$ cat src/rtl/dmem_pkg.sv
// dmem_pkg: shared depth default, clear-sequencer state encoding and requester ids
package dmem_pkg;
  localparam int DEPTH_DEF = 64;
  typedef enum logic {IDLE, CLEAR} clr_state_t;
  localparam logic REQ_CPU = 1'b0;
  localparam logic REQ_DMA = 1'b1;
endpackage

$ cat src/rtl/dmem_port_arbiter_if.sv
// dmem_port_arbiter_if: one requester port (valid/we/addr/wdata -> ready, rsp_valid/rsp_rdata/rsp_err); master=requester, slave=arbiter
interface dmem_port_arbiter_if #(
  parameter int DATA_W = 32,
  parameter int ADDR_W = 32
);
  logic valid;
  logic we;
  logic [ADDR_W-1:0] addr;
  logic [DATA_W-1:0] wdata;
  logic ready;
  logic rsp_valid;
  logic [DATA_W-1:0] rsp_rdata;
  logic rsp_err;
  modport master (output valid, we, addr, wdata, input ready, rsp_valid, rsp_rdata, rsp_err);
  modport slave (input valid, we, addr, wdata, output ready, rsp_valid, rsp_rdata, rsp_err);
endinterface

$ cat src/rtl/dmem_clear_seq.sv
// dmem_clear_seq: on start walks addr 0..DEPTH-1 one per cycle with busy high (clk, reset, start -> busy, addr)
module dmem_clear_seq
  import dmem_pkg::*;
#(
  parameter int DEPTH = DEPTH_DEF,
  localparam int AW = DEPTH > 1 ? $clog2(DEPTH) : 1
) (
  input  logic          clk,
  input  logic          reset,
  input  logic          start,
  output logic          busy,
  output logic [AW-1:0] addr
);
  clr_state_t state;
  always_ff @(posedge clk)
    if (reset) begin
      state <= IDLE;
      busy <= 1'b0;
      addr <= '0;
    end else if (state == IDLE) begin
      if (start) begin
        state <= CLEAR;
        busy <= 1'b1;
        addr <= '0;
      end
    end else if (addr == AW'(DEPTH - 1)) begin
      state <= IDLE;
      busy <= 1'b0;
    end else begin
      addr <= addr + 1'b1;
    end
endmodule

$ cat src/rtl/dmem_port_arbiter.sv
// dmem_port_arbiter: shares one data-memory port between cpu and dma requesters (CPU priority, starvation guard) plus a zeroing clear sequencer (clk, reset, cpu/dma ports, clr_start/clr_busy, mem_*)
module dmem_port_arbiter
  import dmem_pkg::*;
#(
  parameter int DATA_W = 32,
  parameter int ADDR_W = 32,
  parameter int DEPTH = DEPTH_DEF,
  parameter int STARVE_LIMIT = 4,
  localparam int AW = DEPTH > 1 ? $clog2(DEPTH) : 1,
  localparam int SW = $clog2(STARVE_LIMIT + 1)
) (
  input  logic              clk,
  input  logic              reset,
  dmem_port_arbiter_if.slave cpu,
  dmem_port_arbiter_if.slave dma,
  input  logic              clr_start,
  output logic              clr_busy,
  output logic [ADDR_W-1:0] mem_addr,
  output logic [DATA_W-1:0] mem_wdata,
  output logic              mem_read,
  output logic              mem_write,
  input  logic [DATA_W-1:0] mem_rdata
);
  logic [AW-1:0] clr_addr;
  logic [SW-1:0] starve;
  logic idle, clearing, cpu_gnt, dma_gnt, sel, sel_we, ok;
  logic [ADDR_W-1:0] sel_addr;
  logic [DATA_W-1:0] sel_wdata;
  dmem_clear_seq #(.DEPTH(DEPTH)) u_clr (
    .clk(clk),
    .reset(reset),
    .start(clr_start),
    .busy(clr_busy),
    .addr(clr_addr)
  );
  always_comb begin
    idle = !reset && !clr_busy && !clr_start;
    clearing = clr_busy && !reset;
    dma_gnt = idle && dma.valid && (!cpu.valid || starve == SW'(STARVE_LIMIT));
    cpu_gnt = idle && cpu.valid && !dma_gnt;
    sel = dma_gnt ? REQ_DMA : REQ_CPU;
    sel_we = sel == REQ_DMA ? dma.we : cpu.we;
    sel_addr = sel == REQ_DMA ? dma.addr : cpu.addr;
    sel_wdata = sel == REQ_DMA ? dma.wdata : cpu.wdata;
    ok = (cpu_gnt || dma_gnt) && sel_addr < ADDR_W'(DEPTH);
    cpu.ready = cpu_gnt;
    dma.ready = dma_gnt;
    mem_read = ok && !sel_we;
    mem_write = clearing || (ok && sel_we);
    mem_addr = clearing ? ADDR_W'(clr_addr) : ok ? sel_addr : '0;
    mem_wdata = ok ? sel_wdata : '0;
  end
  always_ff @(posedge clk)
    if (reset) begin
      starve <= '0;
      cpu.rsp_valid <= 1'b0;
      cpu.rsp_err <= 1'b0;
      cpu.rsp_rdata <= '0;
      dma.rsp_valid <= 1'b0;
      dma.rsp_err <= 1'b0;
      dma.rsp_rdata <= '0;
    end else begin
      starve <= !dma.valid || dma_gnt ? '0 : cpu_gnt && starve != SW'(STARVE_LIMIT) ? starve + 1'b1 : starve;
      cpu.rsp_valid <= cpu_gnt;
      cpu.rsp_err <= cpu_gnt && !ok;
      cpu.rsp_rdata <= cpu_gnt && mem_read ? mem_rdata : '0;
      dma.rsp_valid <= dma_gnt;
      dma.rsp_err <= dma_gnt && !ok;
      dma.rsp_rdata <= dma_gnt && mem_read ? mem_rdata : '0;
    end
endmodule

$ cat src/flat_wrapper.sv
// flat-port wrapper written by rule: the top's interface ports become plain ports
module dmem_port_arbiter_flat import dmem_pkg::*;
#(
  parameter int DATA_W = 32,
  parameter int ADDR_W = 32,
  parameter int DEPTH = DEPTH_DEF,
  parameter int STARVE_LIMIT = 4,
  localparam int AW = DEPTH > 1 ? $clog2(DEPTH) : 1,
  localparam int SW = $clog2(STARVE_LIMIT + 1)
)
  (clk, reset, clr_start, clr_busy, mem_addr, mem_wdata, mem_read, mem_write, mem_rdata, cpu_valid, cpu_we, cpu_addr, cpu_wdata, cpu_ready, cpu_rsp_valid, cpu_rsp_rdata, cpu_rsp_err, dma_valid, dma_we, dma_addr, dma_wdata, dma_ready, dma_rsp_valid, dma_rsp_rdata, dma_rsp_err);
  dmem_port_arbiter_if #(.DATA_W(DATA_W), .ADDR_W(ADDR_W)) cpu_i ();
  dmem_port_arbiter_if #(.DATA_W(DATA_W), .ADDR_W(ADDR_W)) dma_i ();
  input  logic clk;
  input  logic reset;
  input  logic clr_start;
  output logic clr_busy;
  output logic [ADDR_W-1:0] mem_addr;
  output logic [DATA_W-1:0] mem_wdata;
  output logic mem_read;
  output logic mem_write;
  input  logic [DATA_W-1:0] mem_rdata;
  input wire logic [$bits(cpu_i.valid)-1:0] cpu_valid;
  input wire logic [$bits(cpu_i.we)-1:0] cpu_we;
  input wire logic [$bits(cpu_i.addr)-1:0] cpu_addr;
  input wire logic [$bits(cpu_i.wdata)-1:0] cpu_wdata;
  output wire logic [$bits(cpu_i.ready)-1:0] cpu_ready;
  output wire logic [$bits(cpu_i.rsp_valid)-1:0] cpu_rsp_valid;
  output wire logic [$bits(cpu_i.rsp_rdata)-1:0] cpu_rsp_rdata;
  output wire logic [$bits(cpu_i.rsp_err)-1:0] cpu_rsp_err;
  input wire logic [$bits(dma_i.valid)-1:0] dma_valid;
  input wire logic [$bits(dma_i.we)-1:0] dma_we;
  input wire logic [$bits(dma_i.addr)-1:0] dma_addr;
  input wire logic [$bits(dma_i.wdata)-1:0] dma_wdata;
  output wire logic [$bits(dma_i.ready)-1:0] dma_ready;
  output wire logic [$bits(dma_i.rsp_valid)-1:0] dma_rsp_valid;
  output wire logic [$bits(dma_i.rsp_rdata)-1:0] dma_rsp_rdata;
  output wire logic [$bits(dma_i.rsp_err)-1:0] dma_rsp_err;
  assign cpu_i.valid = cpu_valid;
  assign cpu_i.we = cpu_we;
  assign cpu_i.addr = cpu_addr;
  assign cpu_i.wdata = cpu_wdata;
  assign cpu_ready = cpu_i.ready;
  assign cpu_rsp_valid = cpu_i.rsp_valid;
  assign cpu_rsp_rdata = cpu_i.rsp_rdata;
  assign cpu_rsp_err = cpu_i.rsp_err;
  assign dma_i.valid = dma_valid;
  assign dma_i.we = dma_we;
  assign dma_i.addr = dma_addr;
  assign dma_i.wdata = dma_wdata;
  assign dma_ready = dma_i.ready;
  assign dma_rsp_valid = dma_i.rsp_valid;
  assign dma_rsp_rdata = dma_i.rsp_rdata;
  assign dma_rsp_err = dma_i.rsp_err;
  dmem_port_arbiter #(.DATA_W(DATA_W), .ADDR_W(ADDR_W), .DEPTH(DEPTH), .STARVE_LIMIT(STARVE_LIMIT)) u_core (.clk(clk), .reset(reset), .cpu(cpu_i), .dma(dma_i), .clr_start(clr_start), .clr_busy(clr_busy), .mem_addr(mem_addr), .mem_wdata(mem_wdata), .mem_read(mem_read), .mem_write(mem_write), .mem_rdata(mem_rdata));
endmodule
$ cat config.mk
export PLATFORM = sky130hd
export DESIGN_NAME = dmem_port_arbiter_flat
export DESIGN_NICKNAME = d
export VERILOG_FILES = /design/src/rtl/dmem_pkg.sv /design/src/rtl/dmem_port_arbiter_if.sv /design/src/rtl/dmem_clear_seq.sv /design/src/rtl/dmem_port_arbiter.sv /design/src/flat_wrapper.sv
export SDC_FILE = /design/constraint.sdc
export NUM_CORES = 1
export LEC_CHECK = 0
export ABC_AREA = 1
export BUFFER_PORTS_ARGS = -buffer_cell sky130_fd_sc_hd__buf_2
export CAP_MARGIN = 5
export CORE_AREA = 2 2 116 118
export DETAILED_ROUTE_END_ITERATION = 12
export DIE_AREA = 0 0 118 120
export PLACE_DENSITY = 0.61
export RECOVER_POWER = 25
export SETUP_SLACK_MARGIN = 0.02
export SLEW_MARGIN = 25
export SYNTH_ARGS = -nofsm -noshare
export SYNTH_HDL_FRONTEND = slang
export SYNTH_SLANG_ARGS = --single-unit
$ cat constraint.sdc
create_clock -name clk -period 4.4 [get_ports clk]
set_clock_uncertainty 0.15 [all_clocks]
set_input_delay 1.1 -clock clk [delete_from_list [all_inputs] [get_ports clk]]
set_output_delay 1.1 -clock clk [all_outputs]
set_load 0.05 [all_outputs]
==> metrics, run 1 <==
status=complete, no violations; Crit Path Class=primary input to output pin; # DRC=0; initial core utilization=0.292; Least-Margin Pin Slew=0.642 ns; internal power=1.27 mW; switching share of power=0.258; post-synth design cell area=3790 sq um; Synth Instances=530; core area=13000 sq um; 1st-iter DRT viols=181; GP Congestion=0.787; R2R cell count=15; clk sinks=79; die area=14200 sq um; Sw Pwr=440 uW; post-route minimum period=4.25 ns; Synth async-reset ratio=0; clock slew at reported path FFs=0.06 ns; crit-path max FO=30; vias in the first global route=3698; crit path from=reset; max_cap viols=0; Logic pwr share=0.137; sequential share of the synthesized area=0.417; Pwr Density=290 nW/um^2; Hold Fails Final Rpt=0; Netlist cell types=32; final wirelength=12.0 mm; leakage power=3.29 nW; Ant. Diodes=0; Avg WL per Cell=12.1 um; post-synthesis register bit count=79; hpwl dp=9.68 mm; RR Startpoint=u_core.starve[0]; FF-to-FF End=u_core.dma.rsp_rdata[25]; Rel. slew slack=0.570; Worst setup SP type=primary input; TNS Setup=0 ns; syn_area_per_cell=7.16 sq um; setup violators final=0; Synth Flop Type=dfxtp_1; Clock Path Buffers=2; H-tree Lvls=3; Seq pwr share=0.424; critical path endpoint category=output pin; Filler cells=1346; post-synth top area share=0.417; Fmax=235 MHz; first drt pass iteration count=5; WP data required=3.15 ns; GR Util All Layers=0.165; Area growth syn-to-layout=54.9%; fin crit share=0.966; Commonest cells post-synth=nand2_1, dfxtp_1, inv_1; initial antenna violation count=0; cell with the most instances after synthesis=nand2_1; largest net degree at the start of global routing=33; share of cells above drive strength 1=0.465; clk root buf=clkbuf_16; Clock Latency Late Sink=0.33 ns; largest area contributor in the netlist=dfxtp_1; CP Capture Point=mem_wdata[1]; Die W=118 um; IO buf count=277; Reg area=1580 sq um; cell area after layout=5880 sq um; post-layout util=0.453; yosys warns=0; dpl cell area=5430 sq um; io pins=304; CTS Buf Count=9; Nets=982; Routed Antenna Nets=0; multi-input logic area=1840 sq um; Worst IR Drop VDD=0.142 mV; first-pass GRT wire length=18.3 mm; Hold Path Class=flop to flop; CTS tree=yes; via count=4101; RSZ-0062 raised after global routing=yes; Via density=4.13; Post-synth EDFFs=0; post-cts hold buffer count=0; worst hold stages=2; Synth area leaders=dfxtp_1, nand2_1, inv_1; Core Rows=42; die span in y=120 um; Reg2Reg Setup Slack=1.71 ns; GR Overflow Total=0; Clock Power Share=0.440; worst path arrival time=3.00 ns; fin. max-slew vios=0
-- cells by family (layout without fill, tap and decap cells) --
logic type | after synthesis | in the layout | synth area share
simple gates | 266 | 266 | 0.313
buf+inv | 112 | 374 | 0.156
flops | 79 | 79 | 0.417
compound gates | 62 | 62 | 0.0841
mux | 6 | 6 | 0.0158
fa+ha+maj | 3 | 3 | 0.00990
other cells | 1 | 26 | 0.000989
xor+xnor | 1 | 1 | 0.00231
-- power groups by stage --
stage / Combinational, mW / Clock (mW) / Sequential [mW]
final: 0.233 / 0.750 / 0.723
after global routing: 0.256 / 0.799 / 0.724
after CTS: 0.232 / 0.765 / 0.723
after detailed placement: 0.231 / 0 / 0.739
after global placement: 0.231 / 0 / 0.739
after floorplan: 0.148 / 0 / 0.745
-- per-stage QoR --
step	setup WS, ns	cells	hold WS, ns	power, mW
finish	0.150	993	0.332	1.71
floorplan	-0.122	555	0.298	0.893
global route	-0.0426	993	0.382	1.78
global placement	0.0460	973	0.317	0.970
CTS	0.0463	989	0.329	1.72
detailed placement	0.0240	973	0.320	0.970
-- placed cells by master, fill, tap and decap left out, drive strengths merged, types with 2 or more instances in the layout --
| cell type | n |
|---|---|
| mux2i | 6 |
| nand2 | 148 |
| o21ai | 19 |
| ha | 3 |
| nand3 | 18 |
| a21oi | 40 |
| conb | 26 |
| clkbuf | 33 |
| clkinv | 4 |
| nand4 | 2 |
| nand3b | 5 |
| nor2 | 91 |
| buf | 274 |
| dfxtp | 79 |
| inv | 62 |
-- critical path, stage by stage --
cell     delay [ns]
buf_2          0.15
nor2_4         0.15
nand3_4        0.13
buf_12         0.19
o21ai_0        0.15
nand2_1        0.07
nor2_1         0.09
nand3_1        0.13
nor2_4         0.14
nand2_2        0.08
buf_4          0.20
a21oi_1        0.24
buf_12         0.18
-- layer usage --
layer,GRT usage,vias up,part of all wire
met2,0.286,208,0.48
li1,-,2129,-
met3,0.0485,21,0.087
met5,0,-,0
met4,0.0602,0,0.021
met1,0.192,1743,0.42
-- registers in the layout, indices dropped and copies added, names as in the netlist --
register              count
u_core.dma.rsp_rdata     32
u_core.starve             3
u_core.cpu.rsp_rdata     32
u_core.cpu.rsp_err        1
u_core.cpu.rsp_valid      1
u_core.u_clr.state        1
u_core.u_clr.addr         6
u_core.u_clr.busy         1
u_core.dma.rsp_err        1
u_core.dma.rsp_valid      1
-- layout make-up --
type                            instances  share of cell area
Clock buffer                           11              0.0413
Timing Repair Buffer                  296               0.288
Sequential cell                        79               0.269
Multi-Input combinational cell        364               0.313
Clock inverter                          5              0.0111
Tap cell                              176              0.0375
Inverter                               62              0.0405
-- worst min path at each step --
stage / start / endpoint / slack, ns
2_1_floorplan: u_core.u_clr.state / u_core.u_clr.busy / 0.30
3_3_place_gp: u_core.u_clr.addr[5] / u_core.u_clr.addr[5] / 0.32
3_5_place_dp: u_core.u_clr.addr[5] / u_core.u_clr.addr[5] / 0.32
4_1_cts: u_core.u_clr.addr[5] / u_core.u_clr.addr[5] / 0.33
5_1_grt: u_core.starve[0] / u_core.starve[0] / 0.38
6_report: u_core.u_clr.addr[5] / u_core.u_clr.addr[5] / 0.33
-- repair_timing --
item                                    CTS  global route
setup buffers                             0             4
endpoints found under the setup margin    1            40
resized for setup                         1            43
pin swaps                                 0             1
(Power assumes the default switching activity.)
==> run 2: changes to the inputs <==
--- a/config.mk
+++ b/config.mk
@@ -5,13 +5,12 @@
 export SDC_FILE = /design/constraint.sdc
 export NUM_CORES = 1
 export LEC_CHECK = 0
-export ABC_AREA = 1
 export BUFFER_PORTS_ARGS = -buffer_cell sky130_fd_sc_hd__buf_2
 export CAP_MARGIN = 5
-export CORE_AREA = 2 2 116 118
+export CORE_AREA = 2 2 119 121
 export DETAILED_ROUTE_END_ITERATION = 12
-export DIE_AREA = 0 0 118 120
-export PLACE_DENSITY = 0.61
+export DIE_AREA = 0 0 121 123
+export PLACE_DENSITY = 0.57
 export RECOVER_POWER = 25
 export SETUP_SLACK_MARGIN = 0.02
 export SLEW_MARGIN = 25
==> run 2 against run 1 <==
Highest routed layer unchanged. Final area decreased by 7.1%. Maximum frequency decreased by 0.94%. First-iteration DRC count decreased by 49%. Combinational power decreased by 17%. Power decreased by 6.4%. Cell count decreased by 15%. Critical path depth decreased by 6. Count of clock-buffer cells in the layout decreased by 1. Utilization decreased by 5.2 points.
==> metrics, run 2 <==
leakage power=2.63 nW (-20%); Area growth syn-to-layout=49.7%; clk root buf=clkbuf_16; worst hold stages=2 (unchanged); fin. max-slew vios=0 (unchanged); die area=14900 sq um (+5.1%); largest area contributor in the netlist=dfxtp_1; GR Overflow Total=0 (unchanged); crit-path max FO=33 (+10%); Die W=121 um (+2.5%); vias in the first global route=3727 (+0.78%); # DRC=0 (unchanged); H-tree Lvls=3 (unchanged); worst path arrival time=3.04 ns (+0.04 ns); R2R cell count=8 (-7); Synth async-reset ratio=0 (unchanged); RSZ-0062 raised after global routing=yes; Clock Latency Late Sink=0.33 ns (about the same); dpl cell area=5200 sq um (-4.3%); post-synth top area share=0.434 (+0.0167); post-layout util=0.401 (-0.0517); most common cell after layout, fill and taps aside=buf_2; slowest stage delay, CP=0.53 ns (+0.29 ns); Fmax=233 MHz (-0.94%); first drt pass iteration count=4 (-1); WP depth=7 (-6); core area=13600 sq um (+4.9%); Clock Path Buffers=2 (unchanged); Reg area=1580 sq um (unchanged); critical path endpoint category=output pin; CTS tree=yes; Synth area leaders=dfxtp_1, and2_1, a221oi_2; GP Congestion=0.762 (-3.1%); via count=3783 (-7.8%); Ant. Diodes=0 (unchanged); syn_area_per_cell=9.42 sq um (+32%); Worst Path Buf+Inv=3 (-1); post-synth design cell area=3650 sq um (-3.9%); critical path's slowest cell=or3_2; Synth Flop Type=dfxtp_1; Routed Antenna Nets=0 (unchanged); Top Registers=u_core.cpu.rsp_rdata x32, u_core.dma.rsp_rdata x32, u_core.u_clr.addr x6; Post-synth EDFFs=0 (unchanged); setup violators final=0 (unchanged); Pwr Density=293 nW/um^2 (+0.82%); Crit Path Class=primary input to output pin; Worst setup SP type=primary input; Avg WL per Cell=14.0 um (+16%); CTS Buf Count=9 (unchanged); most frequent cells in the layout=buf_2, dfxtp_1, and2_1; io pins=304 (unchanged); Via density=4.47 (+8.1%); Nets=833 (-15%); multi-input logic area=1850 sq um (+0.68%); hpwl dp=9.51 mm (-1.8%); cell with the most instances after synthesis=dfxtp_1; post-route minimum period=4.29 ns (+0.0405 ns); placed insts=832 (-14%); die span in y=123 um (+2.5%); clk sinks=79 (unchanged); initial core utilization=0.268 (-0.0243); Commonest cells post-synth=dfxtp_1, and2_1, nand2_1; fin crit share=0.975 (+0.00922); first-pass GRT wire length=17.7 mm (-3.3%); WP data required=3.15 ns (about the same); IO buf count=277 (unchanged); Worst IR Drop VDD=0.191 mV (+35%); post-synthesis register bit count=79 (unchanged); Least-Margin Pin Slew=0.631 ns (-0.0110 ns); share of cells above drive strength 1=0.466 (+0.00115); Filler cells=1430 (+6.2%); cell area after layout=5460 sq um (-7.1%); max_cap viols=0 (unchanged); sequential share of the synthesized area=0.434 (+0.0167); largest net degree at the start of global routing=34 (+3.0%); Hold Path Class=flop to flop; CP top delay family=simple AND/OR/NAND/NOR gates; GR Util All Layers=0.152 (-0.0128); final wirelength=11.9 mm (-0.90%); clock slew at reported path FFs=0.06 ns (about the same); Finished Layout Cells=847 (-15%); Setup Buffers After CTS=0 (unchanged); crit path cell chain=buf_2 -> nor4_2 -> nand4_1 -> or3_2 -> buf_12 -> a221oi_2 -> clkbuf_4; yosys warns=0 (unchanged); Synth Instances=387 (-27%); initial antenna violation count=0 (unchanged); 1st-iter DRT viols=92 (-49%); Netlist cell types=41 (+28%); Hold Fails Final Rpt=0 (unchanged); Core Rows=43 (+2.4%); Rel. slew slack=0.581 (+0.0106); status=complete, no violations; post-cts hold buffer count=0 (unchanged)
## run 2: cell count changes after synthesis, sizes merged, moves of 17 or more
cell,delta
a21oi,-35
a221oi,+31
and2,+70
inv,-54
nand2,-82
nor2,-79
o21ai,-17
## run 2: worst register-to-register path, stage by stage (launching register included)
cell and delay [ns]:
dfxtp_1 0.31, inv_1 0.09, ha_1 0.19, a21bo_2 0.14, nand3_2 0.09, buf_4 0.23
nor4_2 0.25, buf_4 0.32, and2_1 0.19
## run 2: what timing repair did
item / CTS / global route
resized for setup: 1 / 17
setup endpoints to repair: 1 / 31
pin swaps: 0 / 1
## run 2: kinds of logic (layout without fill, tap and decap cells)
| group | count (synthesis) | count (layout) | share of synthesized area |
|---|---|---|---|
| simple gates | 186 | 186 | 0.268 |
| flops | 79 | 79 | 0.434 |
| buf+inv | 57 | 312 | 0.0961 |
| compound gates | 56 | 56 | 0.177 |
| fa+ha+maj | 3 | 3 | 0.0103 |
| mux | 3 | 3 | 0.00858 |
| xor+xnor | 2 | 2 | 0.00481 |
| other cells | 1 | 26 | 0.00103 |
## run 2: final timing paths
check / start / end / slack (ns)
setup / recovery: dma_addr[30] / mem_wdata[12] / 0.11
hold / removal: u_core.u_clr.busy / u_core.u_clr.busy / 0.36
setup reg to reg: u_core.starve[0] / u_core.dma.rsp_rdata[1] / 2.38
hold reg to reg: u_core.u_clr.busy / u_core.u_clr.busy / 0.36
## run 2: stage by stage
stage	setup TNS [ns]	setup WS, ns	power (mW)	hold WS (ns)
6_report	0	0.109	1.60	0.358
5_1_grt	0	0.00683	1.66	0.397
4_1_cts	0	0.0443	1.61	0.377
3_5_place_dp	0	0.0124	0.933	0.366
3_3_place_gp	0	0.0964	0.928	0.360
2_1_floorplan	-0.466	-0.155	0.856	0.320
## run 2: layout make-up
class | count | share of cell area
well taps | 180 | 0.0413
clock inverters | 5 | 0.00619
repair buffers | 290 | 0.275
multi-input cells | 276 | 0.339
inverters | 7 | 0.00481
flip-flops and latches | 79 | 0.290
clock buffers | 10 | 0.0438
## run 2: routing by layer
layer	up-vias	part of all wire	GRT usage
li1	1843	-	-
met1	1746	0.36	0.154
met2	187	0.54	0.299
met3	7	0.095	0.0434
met4	0	0.0083	0.0443
met5	-	0	0
## run 2: power breakdown
group          leakage (nW)  switching, mW  internal [mW]
clock network         0.131          0.289          0.394
logic                  1.86          0.123         0.0699
registers             0.637        0.00329          0.719
total                  2.63          0.415           1.18
==> run 3: changes to the inputs <==
--- a/config.mk
+++ b/config.mk
@@ -10,9 +10,10 @@
 export CORE_AREA = 2 2 119 121
 export DETAILED_ROUTE_END_ITERATION = 12
 export DIE_AREA = 0 0 121 123
+export MAX_ROUTING_LAYER = met4
 export PLACE_DENSITY = 0.57
 export RECOVER_POWER = 25
-export SETUP_SLACK_MARGIN = 0.02
+export SETUP_SLACK_MARGIN = 0.1
 export SLEW_MARGIN = 25
 export SYNTH_ARGS = -nofsm -noshare
 export SYNTH_HDL_FRONTEND = slang
==> run 3 against run 2 <==
Via count hardly changed. Register-to-register slack about the same. Final area barely moved. Combinational power about the same. Non-clock buffer count unchanged. Global-route usage rose by 0.47 points. Die area unchanged. Hold slack improved by 0.0033 ns. Critical path depth unchanged. Highest routed layer unchanged.
==> metrics, run 3 (synthesis results as in run 2) <==
max_cap viols=0 (unchanged); most frequent cells in the layout=buf_2, dfxtp_1, and2_1; min-delay src=u_core.u_clr.busy; Worst setup SP type=primary input; post-route minimum period=4.23 ns (-0.0605 ns); GR Util All Layers=0.156 (+0.00471); GP Congestion=0.773 (+1.3%); Top Registers=u_core.cpu.rsp_rdata x32, u_core.dma.rsp_rdata x32, u_core.u_clr.addr x6; post-cts hold buffer count=0 (unchanged); initial antenna violation count=0 (unchanged); first drt pass iteration count=4 (unchanged); clk sinks=79 (unchanged); initial core utilization=0.268 (unchanged); setup violators final=0 (unchanged); share of cells above drive strength 1=0.463 (-0.00300); Hold Fails Final Rpt=0 (unchanged); Rel. slew slack=0.580 (-0.000622); Routed Antenna Nets=0 (unchanged); core area=13600 sq um (unchanged); Clock Latency Late Sink=0.33 ns (about the same); final wirelength=11.9 mm (about the same); WP data required=3.15 ns (about the same); worst path arrival time=2.98 ns (-0.06 ns); Core Rows=43 (unchanged); Ant. Diodes=0 (unchanged); 1st-iter DRT viols=93 (+1.1%); Least-Margin Pin Slew=0.632 ns (+0.000937 ns); CTS tree=yes; Avg WL per Cell=14.0 um (about the same); critical path endpoint category=output pin; status=complete, no violations; clock slew at reported path FFs=0.06 ns (about the same); Worst IR Drop VDD=0.192 mV (+0.32%); Via density=4.47 (about the same); largest net degree at the start of global routing=34 (unchanged); Fmax=236 MHz (+1.4%); crit-path max FO=33 (unchanged); Tot Pwr=1.60 mW (about the same); GR Overflow Total=0 (unchanged); Reg2Reg Setup Slack=2.37 ns (about the same); critical path's slowest cell=or3_4; via count=3782 (-0.026%); fin. max-slew vios=0 (unchanged); RSZ-0062 raised after global routing=no; first-pass GRT wire length=17.7 mm (unchanged); die area=14900 sq um (unchanged); Area growth syn-to-layout=49.6% (about the same); leakage power=2.63 nW (about the same); crit path from=reset; io pins=304 (unchanged); Setup Buffers After CTS=0 (unchanged); Crit Path Class=primary input to output pin; Nets=833 (unchanged); crit path cell chain=clkbuf_1 -> nor3_1 -> nand3_2 -> or3_4 -> buf_12 -> a221oi_2 -> clkbuf_4; Clock Path Buffers=2 (unchanged); Hold Path Class=flop to flop; most common cell after layout, fill and taps aside=buf_2; CTS Buf Count=9 (unchanged); slowest stage delay, CP=0.42 ns (-0.11 ns); # DRC=0 (unchanged); RR Startpoint=u_core.u_clr.busy; H-tree Lvls=3 (unchanged); post-place setup slack=0.0124 ns (unchanged); Pwr Density=293 nW/um^2 (about the same); Die W=121 um (unchanged); vias in the first global route=3748 (+0.56%); die span in y=123 um (unchanged); final worst slack=0.169 ns (+0.0605 ns); IO buf count=277 (unchanged); fin crit share=0.961 (-0.0137); hpwl dp=9.51 mm (unchanged); clk root buf=clkbuf_16
## run 3: changes by cell type in the layout (fill, tap and decap cells not counted), sizes merged
cell	before	now
buf	250	248
clkbuf	50	52
## run 3: per-layer routing
| layer | global-route usage | vias to the layer above | part of all wire |
|---|---|---|---|
| met5 | - | - | 0 |
| li1 | - | 1842 | - |
| met1 | 0.158 | 1745 | 0.37 |
| met3 | 0.0364 | 8 | 0.087 |
| met4 | 0.0443 | 0 | 0.0086 |
| met2 | 0.300 | 187 | 0.54 |
## run 3: worst max-delay path, delay by kind of cell
kind | cells | cell delay [ns]
AOI/OAI and AO/OA | 1 | 0.29
buffers and inverters | 3 | 0.65
and+or+nand+nor | 3 | 0.91
## run 3: worst paths after layout
kind / cells after the start / end
hold reg to reg: 2 / u_core.u_clr.busy
setup reg to reg: 6 / u_core.cpu.rsp_rdata[22]
hold / removal: 2 / u_core.u_clr.busy
setup / recovery: 7 / mem_wdata[12]
## run 3: metrics by stage
| stage | instances | cell area, sq um | utilization | hold slack (ns) | setup TNS (ns) |
|---|---|---|---|---|---|
| 6_report | 847 | 5450 | 0.401 | 0.361 | 0 |
| 5_1_grt | 847 | 5450 | 0.401 | 0.397 | 0 |
| 4_1_cts | 847 | 5490 | 0.403 | 0.377 | 0 |
| 3_5_place_dp | 832 | 5200 | 0.382 | 0.366 | 0 |
| 3_3_place_gp | 832 | 5200 | 0.382 | 0.360 | 0 |
| 2_1_floorplan | 412 | 3740 | - | 0.320 | -0.466 |
## run 3: final cells by class
| cell class | count | area [sq um] |
|---|---|---|
| Multi-Input combinational cell | 276 | 1850 |
| Fill cell | 1432 | 8160 |
| Clock inverter | 5 | 33.8 |
| Timing Repair Buffer | 290 | 1500 |
| Tap cell | 180 | 225 |
| Sequential cell | 79 | 1580 |
| Inverter | 7 | 26.3 |
| Clock buffer | 10 | 239 |
## run 3: timing repair
action                                  CTS  global route
endpoints found under the setup margin   19             8
gates cloned                              0             0
resized for setup                         6             9
pin swaps                                 1             0
## run 3: power breakdown
part           internal, mW  total (mW)  switching, mW  leakage (nW)
Combinational        0.0697       0.193          0.123          1.86
Clock                 0.394       0.682          0.288         0.131
Sequential            0.719       0.722        0.00333         0.637
